===== src/rtl/hazard_fwd_if.sv =====
// Interface between the ID/EX pipeline control and the hazard/forwarding controller.
// The stall/flush counters exist only when HAZARD_PERF_EN is defined.
interface hazard_fwd_if #(
    parameter int REG_W = 5,
    parameter int CNT_W = 16
);
    logic             id_valid;
    logic [REG_W-1:0] id_rs;
    logic [REG_W-1:0] id_rt;
    logic             id_uses_rs;
    logic             id_uses_rt;
    logic             id_wr_en;
    logic [REG_W-1:0] id_dst;
    logic             id_is_load;
    logic             ex_branch_taken;

    logic             pc_en;
    logic             ifid_en;
    logic             ifid_flush;
    logic             idex_bubble;
    logic [1:0]       fwd_a_sel;
    logic [1:0]       fwd_b_sel;
`ifdef HAZARD_PERF_EN
    logic [CNT_W-1:0] stall_cnt;
    logic [CNT_W-1:0] flush_cnt;
`endif

    modport master (
`ifdef HAZARD_PERF_EN
        input  stall_cnt,
        input  flush_cnt,
`endif
        output id_valid,
        output id_rs,
        output id_rt,
        output id_uses_rs,
        output id_uses_rt,
        output id_wr_en,
        output id_dst,
        output id_is_load,
        output ex_branch_taken,
        input  pc_en,
        input  ifid_en,
        input  ifid_flush,
        input  idex_bubble,
        input  fwd_a_sel,
        input  fwd_b_sel
    );

    modport slave (
`ifdef HAZARD_PERF_EN
        output stall_cnt,
        output flush_cnt,
`endif
        input  id_valid,
        input  id_rs,
        input  id_rt,
        input  id_uses_rs,
        input  id_uses_rt,
        input  id_wr_en,
        input  id_dst,
        input  id_is_load,
        input  ex_branch_taken,
        output pc_en,
        output ifid_en,
        output ifid_flush,
        output idex_bubble,
        output fwd_a_sel,
        output fwd_b_sel
    );
endinterface


===== src/rtl/hazard_fwd_ctrl.sv =====
// Hazard detection and operand forwarding for the 5-stage MIPS pipeline.
// Define HAZARD_PERF_EN to add saturating stall/flush event counters.
module hazard_fwd_ctrl #(
    parameter int REG_W = 5,
    parameter int CNT_W = 16
) (
    input  logic         clk,
    input  logic         rst,
    hazard_fwd_if.slave  bus
);

    typedef struct packed {
        logic             wr;
        logic [REG_W-1:0] dst;
        logic             load;
        logic [REG_W-1:0] rs;
        logic [REG_W-1:0] rt;
    } ex_rec_t;

    typedef struct packed {
        logic             wr;
        logic [REG_W-1:0] dst;
        logic             load;
    } mem_rec_t;

    typedef struct packed {
        logic             wr;
        logic [REG_W-1:0] dst;
    } wb_rec_t;

    logic     vld_p0;
    logic     vld_p1;
    logic     vld_p2;
    ex_rec_t  ex_p0;
    mem_rec_t mem_p1;
    wb_rec_t  wb_p2;

    logic     ex_load_live;
    logic     id_reads_ex_dst;
    logic     load_use;
    logic     flush;
    logic     stall;
    logic     bubble;

    // Register 0 is hard-wired, so a write to it never produces a value.
    function automatic logic produces(
        input logic             vld,
        input logic             wr,
        input logic [REG_W-1:0] dst,
        input logic [REG_W-1:0] src
    );
        return vld & wr & (dst == src) & (dst != '0);
    endfunction

    // Youngest producer wins; a load still in MEM has no data yet, so it is skipped.
    function automatic logic [1:0] fwd_sel(
        input logic             ex_vld,
        input logic [REG_W-1:0] src,
        input logic             mem_vld,
        input mem_rec_t         mem,
        input logic             wb_vld,
        input wb_rec_t          wb
    );
        logic [1:0] sel;
        sel = 2'b00;
        if (ex_vld) begin
            if (produces(mem_vld, mem.wr, mem.dst, src) && !mem.load)
                sel = 2'b10;
            else if (produces(wb_vld, wb.wr, wb.dst, src))
                sel = 2'b01;
        end
        return sel;
    endfunction

    always_comb begin
        ex_load_live    = vld_p0 & ex_p0.load & ex_p0.wr & (ex_p0.dst != '0);
        id_reads_ex_dst = (bus.id_uses_rs & (bus.id_rs == ex_p0.dst)) |
                          (bus.id_uses_rt & (bus.id_rt == ex_p0.dst));
        flush           = bus.ex_branch_taken;
        load_use        = ex_load_live & bus.id_valid & id_reads_ex_dst & !flush;
        stall           = load_use;
        bubble          = stall | flush;
    end

    // Flush is tested first so a taken branch always overrides a stall.
    always_comb begin
        bus.pc_en       = 1'b1;
        bus.ifid_en     = 1'b1;
        bus.ifid_flush  = 1'b0;
        bus.idex_bubble = 1'b0;
        if (flush) begin
            bus.ifid_flush  = 1'b1;
            bus.idex_bubble = 1'b1;
        end else if (stall) begin
            bus.pc_en       = 1'b0;
            bus.ifid_en     = 1'b0;
            bus.idex_bubble = 1'b1;
        end
    end

    always_comb begin
        bus.fwd_a_sel = fwd_sel(vld_p0, ex_p0.rs, vld_p1, mem_p1, vld_p2, wb_p2);
        bus.fwd_b_sel = fwd_sel(vld_p0, ex_p0.rt, vld_p1, mem_p1, vld_p2, wb_p2);
    end

    // ID -> EX (p0), EX -> MEM (p1), MEM -> WB (p2): valid bits
    always_ff @(posedge clk) begin
        if (rst) begin
            vld_p0 <= 1'b0;
            vld_p1 <= 1'b0;
            vld_p2 <= 1'b0;
        end else begin
            vld_p0 <= bus.id_valid & !bubble;
            vld_p1 <= vld_p0;
            vld_p2 <= vld_p1;
        end
    end

    // ID -> EX (p0), EX -> MEM (p1), MEM -> WB (p2): record payloads
    always_ff @(posedge clk) begin
        ex_p0.wr   <= bus.id_wr_en;
        ex_p0.dst  <= bus.id_dst;
        ex_p0.load <= bus.id_is_load;
        ex_p0.rs   <= bus.id_rs;
        ex_p0.rt   <= bus.id_rt;
        mem_p1.wr   <= ex_p0.wr;
        mem_p1.dst  <= ex_p0.dst;
        mem_p1.load <= ex_p0.load;
        wb_p2.wr  <= mem_p1.wr;
        wb_p2.dst <= mem_p1.dst;
    end

`ifdef HAZARD_PERF_EN
    function automatic logic [CNT_W-1:0] sat_inc(input logic [CNT_W-1:0] cnt);
        return (&cnt) ? cnt : cnt + 1'b1;
    endfunction

    logic [CNT_W-1:0] stall_cnt_q;
    logic [CNT_W-1:0] flush_cnt_q;

    always_ff @(posedge clk) begin
        if (rst) begin
            stall_cnt_q <= '0;
            flush_cnt_q <= '0;
        end else begin
            if (stall)
                stall_cnt_q <= sat_inc(stall_cnt_q);
            if (flush)
                flush_cnt_q <= sat_inc(flush_cnt_q);
        end
    end

    assign bus.stall_cnt = stall_cnt_q;
    assign bus.flush_cnt = flush_cnt_q;
`endif

endmodule

===== src/flat_wrapper.sv =====
// flat-port wrapper written by rule: the top's interface ports become plain ports
module hazard_fwd_ctrl_flat 
#(
    parameter int REG_W = 5,
    parameter int CNT_W = 16
)
  (clk, rst, bus_id_valid, bus_id_rs, bus_id_rt, bus_id_uses_rs, bus_id_uses_rt, bus_id_wr_en, bus_id_dst, bus_id_is_load, bus_ex_branch_taken, bus_pc_en, bus_ifid_en, bus_ifid_flush, bus_idex_bubble, bus_fwd_a_sel, bus_fwd_b_sel);
  hazard_fwd_if #(.REG_W(REG_W), .CNT_W(CNT_W)) bus_i ();
  input  logic clk;
  input  logic rst;
  input wire logic [$bits(bus_i.id_valid)-1:0] bus_id_valid;
  input wire logic [$bits(bus_i.id_rs)-1:0] bus_id_rs;
  input wire logic [$bits(bus_i.id_rt)-1:0] bus_id_rt;
  input wire logic [$bits(bus_i.id_uses_rs)-1:0] bus_id_uses_rs;
  input wire logic [$bits(bus_i.id_uses_rt)-1:0] bus_id_uses_rt;
  input wire logic [$bits(bus_i.id_wr_en)-1:0] bus_id_wr_en;
  input wire logic [$bits(bus_i.id_dst)-1:0] bus_id_dst;
  input wire logic [$bits(bus_i.id_is_load)-1:0] bus_id_is_load;
  input wire logic [$bits(bus_i.ex_branch_taken)-1:0] bus_ex_branch_taken;
  output wire logic [$bits(bus_i.pc_en)-1:0] bus_pc_en;
  output wire logic [$bits(bus_i.ifid_en)-1:0] bus_ifid_en;
  output wire logic [$bits(bus_i.ifid_flush)-1:0] bus_ifid_flush;
  output wire logic [$bits(bus_i.idex_bubble)-1:0] bus_idex_bubble;
  output wire logic [$bits(bus_i.fwd_a_sel)-1:0] bus_fwd_a_sel;
  output wire logic [$bits(bus_i.fwd_b_sel)-1:0] bus_fwd_b_sel;
  assign bus_i.id_valid = bus_id_valid;
  assign bus_i.id_rs = bus_id_rs;
  assign bus_i.id_rt = bus_id_rt;
  assign bus_i.id_uses_rs = bus_id_uses_rs;
  assign bus_i.id_uses_rt = bus_id_uses_rt;
  assign bus_i.id_wr_en = bus_id_wr_en;
  assign bus_i.id_dst = bus_id_dst;
  assign bus_i.id_is_load = bus_id_is_load;
  assign bus_i.ex_branch_taken = bus_ex_branch_taken;
  assign bus_pc_en = bus_i.pc_en;
  assign bus_ifid_en = bus_i.ifid_en;
  assign bus_ifid_flush = bus_i.ifid_flush;
  assign bus_idex_bubble = bus_i.idex_bubble;
  assign bus_fwd_a_sel = bus_i.fwd_a_sel;
  assign bus_fwd_b_sel = bus_i.fwd_b_sel;
  hazard_fwd_ctrl #(.REG_W(REG_W), .CNT_W(CNT_W)) u_core (.clk(clk), .rst(rst), .bus(bus_i));
endmodule

===== config.mk =====
export PLATFORM = sky130hd
export DESIGN_NAME = hazard_fwd_ctrl_flat
export DESIGN_NICKNAME = d
export VERILOG_FILES = /design/src/rtl/hazard_fwd_if.sv /design/src/rtl/hazard_fwd_ctrl.sv /design/src/flat_wrapper.sv
export SDC_FILE = /design/constraint.sdc
export NUM_CORES = 1
export LEC_CHECK = 0
export ABC_AREA = 1
export CAP_MARGIN = 20
export CELL_PAD_IN_SITES_DETAIL_PLACEMENT = 1
export CELL_PAD_IN_SITES_GLOBAL_PLACEMENT = 2
export CORE_MARGIN = 4
export CORE_UTILIZATION = 27
export DETAILED_ROUTE_END_ITERATION = 16
export GPL_TIMING_DRIVEN = 0
export HOLD_SLACK_MARGIN = 0.02
export PLACE_DENSITY_LB_ADDON = 0.1
export SYNTH_ARGS = -nofsm -noshare
export SYNTH_HDL_FRONTEND = slang
export SYNTH_SLANG_ARGS = --single-unit

===== constraint.sdc =====
create_clock -name clk -period 1.38 [get_ports clk]
set_input_delay 0.276 -clock clk [delete_from_list [all_inputs] [get_ports clk]]
set_output_delay 0.276 -clock clk [all_outputs]
set_load 0.01 [all_outputs]

==> impl_metrics.py <==
metrics = {
    "power": {
        "power.density_nw_per_um2": 1030,
        "p_leak_nw": 0.892,
        "pwr-share-comb_pct": 11.8,
        "netSwitchingFraction_pct": 24.2,
        "p_clk_share_pct": 35.6,
        "power_frac_seq_pct": 52.6,
        "internal-power_mw": 1.52,
        "ir_worst_vdd_uv": 485,
        "switchingPower_mw": 0.484,
    },
    "global_routing": {
        "grtUsageTotal_pct": 12.0,
        "first_global_vias": 1245,
        "antenna_found_initial": 0,
        "grt_max_degree": 10,
        "gr-total-overflow": 0,
        "grt_pass1_wl_mm": 5.69,
    },
    "route": {
        "viasPerCell": 4.19,
        "via_count": 1195,
        "ant_nets": 0,
        "drt_iter0_markers": 26,
        "firstDrtPassIters": 2,
        "wl_mm": 3.31,
        "drc_errors": 0,
        "wire_per_inst_um": 11.6,
    },
    "worst_setup_path": {
        "r2r_cells": 10,
        "end_kind": "primary output",
        "worstReg2RegStart": "u_core.ex_p0[11]$_DFF_P_",
        "crit_start": "bus_id_valid",
        "crit_slowest_cell": "clkdlybuf4s50_1",
        "cp-endpoint": "bus_pc_en",
        "path_class": "in2out",
        "r2r_end": "u_core.vld_p0$_SDFF_PP0_",
        "crit_path_start_kind": "primary input",
        "cp_max_fo": 2,
        "cp_common_cell": "buf_6",
        "path_cells": "clkdlybuf4s50_1 > and3_1 > nand3_1 > clkinv_1 > nand3_2 > buf_6 > buf_6",
        "required_ns": 1.10,
        "worstPathArrival_ns": 1.39,
        "rrSetupSlack_ns": 0.23,
        "critPathMaxStageDelay_ns": 0.47,
    },
    "sta": {
        "worstMarginPinSlew_ns": 0.213,
        "finalSetupViolCount": 7,
        "hold_viol": 0,
        "fin_crit_sh_pct": 121,
        "slew_violations": 0,
        "setup_tns_ns": -1.51,
        "skew_ns": 0.00422,
        "setup_slack_ns": -0.287,
        "maxSlewHeadroom_pct": 85.7,
        "period_needed_ns": 1.67,
        "hold_slack_ns": 0.269,
        "rsz0062_at_grt": "true",
        "clock.fmax_mhz": 600,
    },
    "yosys": {
        "avgSynthCellArea_um2": 7.49,
        "ys_types": 25,
        "ys_ff_latch": 33,
        "synth_mux_area_share_pct": 0,
        "synthCells": 177,
        "synth_compound_area_share_pct": 2.45,
        "synth_area_um2": 1330,
        "synth_top_family_by_area": "simple AND/OR/NAND/NOR gates",
        "syn-num-nets": 200,
        "synth_xor_area_share_pct": 5.28,
        "ys_warn_count": 0,
        "ys_seq_area_share_pct": 49.8,
        "synth_simple_gate_area_share_pct": 32.5,
        "synthAdderAreaFrac_pct": 0,
    },
    "die": {
        "core_area_um2": 4750,
        "dieArea_um2": 6100,
        "die_height_um": 78.1,
        "ioPinCount": 31,
        "fp.dieW_um": 78.1,
        "rows": 25,
        "start_util_pct": 27.9,
    },
    "place": {
        "post-place-ws_ns": -0.873,
        "hpwlAfterDp_mm": 2.76,
        "place_area_um2": 1710,
        "io_buffers": 30,
        "routabilityCongestion": 0.788,
    },
    "hold_path": {
        "worstHoldPathType": "in2reg",
    },
    "cts": {
        "numCtsBuffers": 5,
        "clk_pin_slew_ns": 0.06,
        "cts_buffer_depth": 2,
        "cts_root_buf": "clkbuf_8",
        "clock_latency_ns": 0.27,
        "cts_tree": "yes",
        "clock_sinks": 33,
        "htreeDepth": 2,
        "cts_hold_buffers": 0,
    },
    "final_layout": {
        "fillers": 596,
        "stdcell_area_um2": 1940,
        "layout_common_cells": "nand2_1, inv_1, dfxtp_1, nor2_1",
        "area_delta_synth_final_pct": 46.0,
        "final_common_cell": "nand2_1",
        "nets": 241,
        "final_layout_size_suffix_gt1_share_pct": 33.9,
        "num_antenna_cells": 0,
    },
    "status": {
        "status": "complete, but fails checks",
        "violations": "setup timing",
    },
    "run": {
        "cap_violations": 0,
    },
}
==> synth_stat cells, drive strengths merged <==
cell type	n	area, um2
clkinv	1	3.75
o21bai	1	7.51
and3	1	6.26
nand2	56	213
nand3b	1	7.51
o2111ai	1	8.76
a21oi	1	5.00
nand3	7	35.0
xnor2	6	52.6
inv	30	113
or2	1	6.26
o22ai	1	6.26
buf	2	15.0
nor4	2	18.8
dfxtp	33	661
xor2	2	17.5
o21ai	1	5.00
nor2	21	86.3
nor3	6	40.0
nand4	3	18.8
==> metal layers <==
metal | up-vias | routed length [um] | share of wire [%] | GRT usage [%]
li1 | 616 | - | - | -
met1 | 550 | 1480 | 45 | 14.9
met2 | 24 | 1620 | 49 | 19.9
met3 | 5 | 148 | 4.5 | 3.56
met4 | 0 | 55 | 1.7 | 4.20
met5 | - | 0 | 0 | 0
==> power groups by stage <==
stage / combinational [mW] / sequential (mW) / clock (mW)
2_1_floorplan: 0.118 / 1.06 / 0
3_3_place_gp: 0.218 / 1.07 / 0
3_5_place_dp: 0.223 / 1.07 / 0
4_1_cts: 0.225 / 1.05 / 0.750
5_1_grt: 0.267 / 1.06 / 0.794
6_report: 0.236 / 1.05 / 0.712
==> area by class of cell <==
type                            instances  area [um2]  area share [%]
Multi-Input combinational cell        111         636            32.8
Sequential cell                        33         697            36.0
Tap cell                               67        83.8            4.33
Inverter                               31         119            6.14
Timing Repair Buffer                   34         297            15.3
Buffer                                  2        18.8           0.969
Clock buffer                            7        86.3            4.46
==> state kept, by name (all words and copies together), names as in the netlist <==
name	flops
u_core.vld_p2	1
u_core.ex_p0	17
u_core.vld_p1	1
u_core.wb_p2	6
u_core.vld_p0	1
u_core.mem_p1	7
==> metrics by stage <==
stage          total power, mW  instances  util [%]
6_report                  2.00        285      40.7
3_5_place_dp              1.29        274      36.0
4_1_cts                   2.03        285      38.9
2_1_floorplan             1.17        177         -
5_1_grt                   2.12        285      40.7
3_3_place_gp              1.29        274      36.0
==> repair_timing <==
item	4_1_cts	5_1_grt
setup buffers	4	0
gates resized for setup	68	29
pin swaps	10	15
endpoints found under the setup margin	8	8
==> worst min path at each step <==
stage | startpoint | end | cells past startpoint
after CTS | bus_id_rt[2] | u_core.ex_p0[2]$_DFF_P_ | 1
final | bus_id_rt[2] | u_core.ex_p0[2]$_DFF_P_ | 1
after global routing | bus_id_rt[2] | u_core.ex_p0[2]$_DFF_P_ | 1
after floorplan | bus_id_rt[0] | u_core.ex_p0[0]$_DFF_P_ | 0
after detailed placement | u_core.ex_p0[10]$_DFF_P_ | u_core.mem_p1[0]$_DFF_P_ | 0
after global placement | u_core.ex_p0[10]$_DFF_P_ | u_core.mem_p1[0]$_DFF_P_ | 0
==> worst max-delay path, delay by kind of cell <==
kind | cells | cell delay [ns]
buffers and inverters | 4 | 0.78
and+or+nand+nor | 3 | 0.34
==> logic make-up (layout without fill, tap and decap cells) <==
logic type	after synthesis	count (layout)
compound gates	5	5
xor+xnor	8	8
buf+inv	33	74
flops	33	33
simple gates	98	98
Power figures use the tool's default switching activity.
==> patch: new RTL, same flow settings <==
`REG_W` is set to 5 in 3 places; all go to 10.
--- a/src/rtl/hazard_fwd_if.sv
+++ b/src/rtl/hazard_fwd_if.sv
@@ -1,7 +1,7 @@
 // Interface between the ID/EX pipeline control and the hazard/forwarding controller.
 // The stall/flush counters exist only when HAZARD_PERF_EN is defined.
 interface hazard_fwd_if #(
-    parameter int REG_W = 5,
+    parameter int REG_W = 10,
     parameter int CNT_W = 16
 );
     logic             id_valid;
--- a/src/rtl/hazard_fwd_ctrl.sv
+++ b/src/rtl/hazard_fwd_ctrl.sv
@@ -1,7 +1,7 @@
 // Hazard detection and operand forwarding for the 5-stage MIPS pipeline.
 // Define HAZARD_PERF_EN to add saturating stall/flush event counters.
 module hazard_fwd_ctrl #(
-    parameter int REG_W = 5,
+    parameter int REG_W = 10,
     parameter int CNT_W = 16
 ) (
     input  logic         clk,
--- a/src/flat_wrapper.sv
+++ b/src/flat_wrapper.sv
@@ -1,7 +1,7 @@
 // flat-port wrapper written by rule: the top's interface ports become plain ports
 module hazard_fwd_ctrl_flat 
 #(
-    parameter int REG_W = 5,
+    parameter int REG_W = 10,
     parameter int CNT_W = 16
 )
   (clk, rst, bus_id_valid, bus_id_rs, bus_id_rt, bus_id_uses_rs, bus_id_uses_rt, bus_id_wr_en, bus_id_dst, bus_id_is_load, bus_ex_branch_taken, bus_pc_en, bus_ifid_en, bus_ifid_flush, bus_idex_bubble, bus_fwd_a_sel, bus_fwd_b_sel);
Interface: changed (resized bus_id_dst, bus_id_rs and bus_id_rt); port bits go from 31 to 46. The function was not compared with the original's and may differ.
==> patch against the unedited design <==
The flow still finishes with violations (setup timing). Non-clock buffer count up 29. Total power up 120%. Worst hold slack got worse by 0.15 ns. Sequential share of layout area down 2.9 points. Via count is 100% higher. Sequential cell count up 25. Utilization up 1.3 points. Area after synthesis rose by 87%. Clock power grew to 2.7 times the old value. Worst setup slack worse by 0.34 ns. Routed wire length grew to 2.6 times the old value. Global-route usage increased by 3.8 points. Final area grew 92%. Highest routed layer unchanged.
==> patch: results (changes against the unedited design) <==
[outcome]
outcome = finished with violations
violations = setup timing

[power_and_ir_drop]
p_int_mw = 3.266  ; +120%
p_leak_nw = 1.760  ; +97%
ir_worst_vdd_mv = 0.4876  ; +0.63%

[critical_path]
r2r_setup_slack_ns = -0.06  ; -0.29 ns
rr_worst_depth = 12  ; +2
critPathMaxFanout = 3  ; +1
cp.arrival_ns = 1.73  ; +0.34 ns
rr_startpoint = u_core.ex_p0[28]

[sta]
setup_violations = 8  ; +1
slew_headroom_pct = 84.48  ; -1.2 points
finClkSkew_ns = 0.01063  ; +0.006406 ns
worst_slack_ns = -0.6229  ; -0.3354 ns
final.setup.tns_ns = -3.387  ; -1.875 ns

[routing]
drtIter0Drc = 71  ; +170%
dr.pass1.iters = 4  ; +2
wl_per_cell_um = 16.00  ; +38%
viasPerCell = 4.500  ; +7.3%

[hold_path]
min_from = bus_id_rs[6]
min_to = u_core.ex_p0[16]

[yosys]
yosysSeqAreaShare_pct = 46.70  ; -3.1 points
syn-num-nets = 381  ; +91%
synth_xor_area_share_pct = 5.284  ; about the same
synth_compound_area_share_pct = 5.888  ; +3.4 points
synthTopCellsByCount = 93 x nand2_1, 58 x dfxtp_1, 52 x inv_1
ys_top_cells_by_area = dfxtp_1 47%, nand2_1 14%, inv_1 7.9%

[placed_design]
post-place-ws_ns = -1.048  ; -0.1742 ns
port_buffers = 45  ; +50%
gp_congestion = 0.8525  ; +8.1%
dp_hpwl_mm = 6.875  ; +150%

[clock_network]
clk_latency_ns = 0.33  ; +0.06 ns
h-tree-depth = 3  ; +1
cts_made_buffers = 9  ; +4
root_buffer = clkbuf_8
cts_buffer_depth = 2  ; unchanged

[global_route]
grt_pass1_wl_mm = 13.11  ; +130%
grt_pass1_vias = 2600  ; +110%
grt_max_degree = 12  ; +2

[cells_and_area]
drive_gt1_share_pct = 37.68  ; +3.7 points
reg_top3 = u_core.ex_p0: 32 flops, u_core.mem_p1: 12 flops, u_core.wb_p2: 11 flops
fin_nets = 455  ; +89%

==> patch: through the flow <==
| stage | util (%) | cells | total power, mW | hold WS [ns] | area (um^2) |
|---|---|---|---|---|---|
| final | 42.05 | 530 | 4.345 | 0.1192 | 3721 |
| after global routing | 42.05 | 530 | 4.536 | 0.1242 | 3721 |
| after CTS | 39.73 | 528 | 4.347 | 0.2048 | 3516 |
| after detailed placement | 34.77 | 496 | 2.356 | 0.3466 | 3077 |
| after global placement | 34.77 | 496 | 2.351 | 0.3451 | 3077 |
| after floorplan | - | 343 | 2.104 | 0.3037 | 2491 |
==> patch: cell type report <==
type,instances,area (um^2)
Buffer,2,18.77
Clock buffer,10,137.6
Clock inverter,6,113.9
Fill cell,1085,5127
Inverter,68,265.3
Multi-Input combinational cell,215,1241
Sequential cell,58,1232
Tap cell,108,135.1
Timing Repair Buffer,63,576.8
==> patch: how the worst max path moves through the flow <==
stage	startpoint	end	slack [ns]	cells past startpoint
after detailed placement	bus_id_rt[6]	bus_pc_en	-1.05	10
after CTS	u_core.ex_p0[14]	bus_fwd_a_sel[1]	-0.69	8
final	u_core.ex_p0[14]	bus_fwd_a_sel[0]	-0.62	9
after global placement	bus_id_rt[6]	bus_pc_en	-1.04	10
after floorplan	u_core.ex_p0[28]	bus_pc_en	0.02	8
after global routing	u_core.ex_p0[14]	bus_fwd_a_sel[1]	-0.71	8
==> patch: cell families after synthesis <==
group	count (synthesis)
AND/OR/NAND/NOR	175
XOR/XNOR	15
flip-flops	58
buffers and inverters	70
AO/OA/AOI/OAI	25
==> patch: what timing repair did <==
action | CTS | global route
pin swaps | 25 | 30
setup buffers | 16 | 3
hold endpoints to repair | 0 | 0
gates resized for setup | 99 | 73
setup endpoints to repair | 8 | 9
==> patch: routing by layer <==
metal  share of wire [%]  track usage, %
met3                 3.1           3.352
met5                   0               0
met1                  43           18.09
met4                 3.4           5.983
met2                  51           28.64
==> patch: worst max-delay path, stage by stage, from the launching register on <==
cell and delay [ns]:
dfxtp_4 0.37, inv_2 0.04, nand2_1 0.05, nand4_1 0.19
nor3_2 0.20, nand2_1 0.12, buf_4 0.15, nor3_2 0.09
nor2_1 0.06, buf_2 0.13
==> patch: power groups by stage <==
stage / clock network [mW] / registers, mW / logic [mW]
finish: 1.95 / 1.87 / 0.527
global route: 2.07 / 1.88 / 0.586
global placement: 0 / 1.90 / 0.455
CTS: 1.99 / 1.86 / 0.490
floorplan: 0 / 1.86 / 0.244
detailed placement: 0 / 1.90 / 0.459
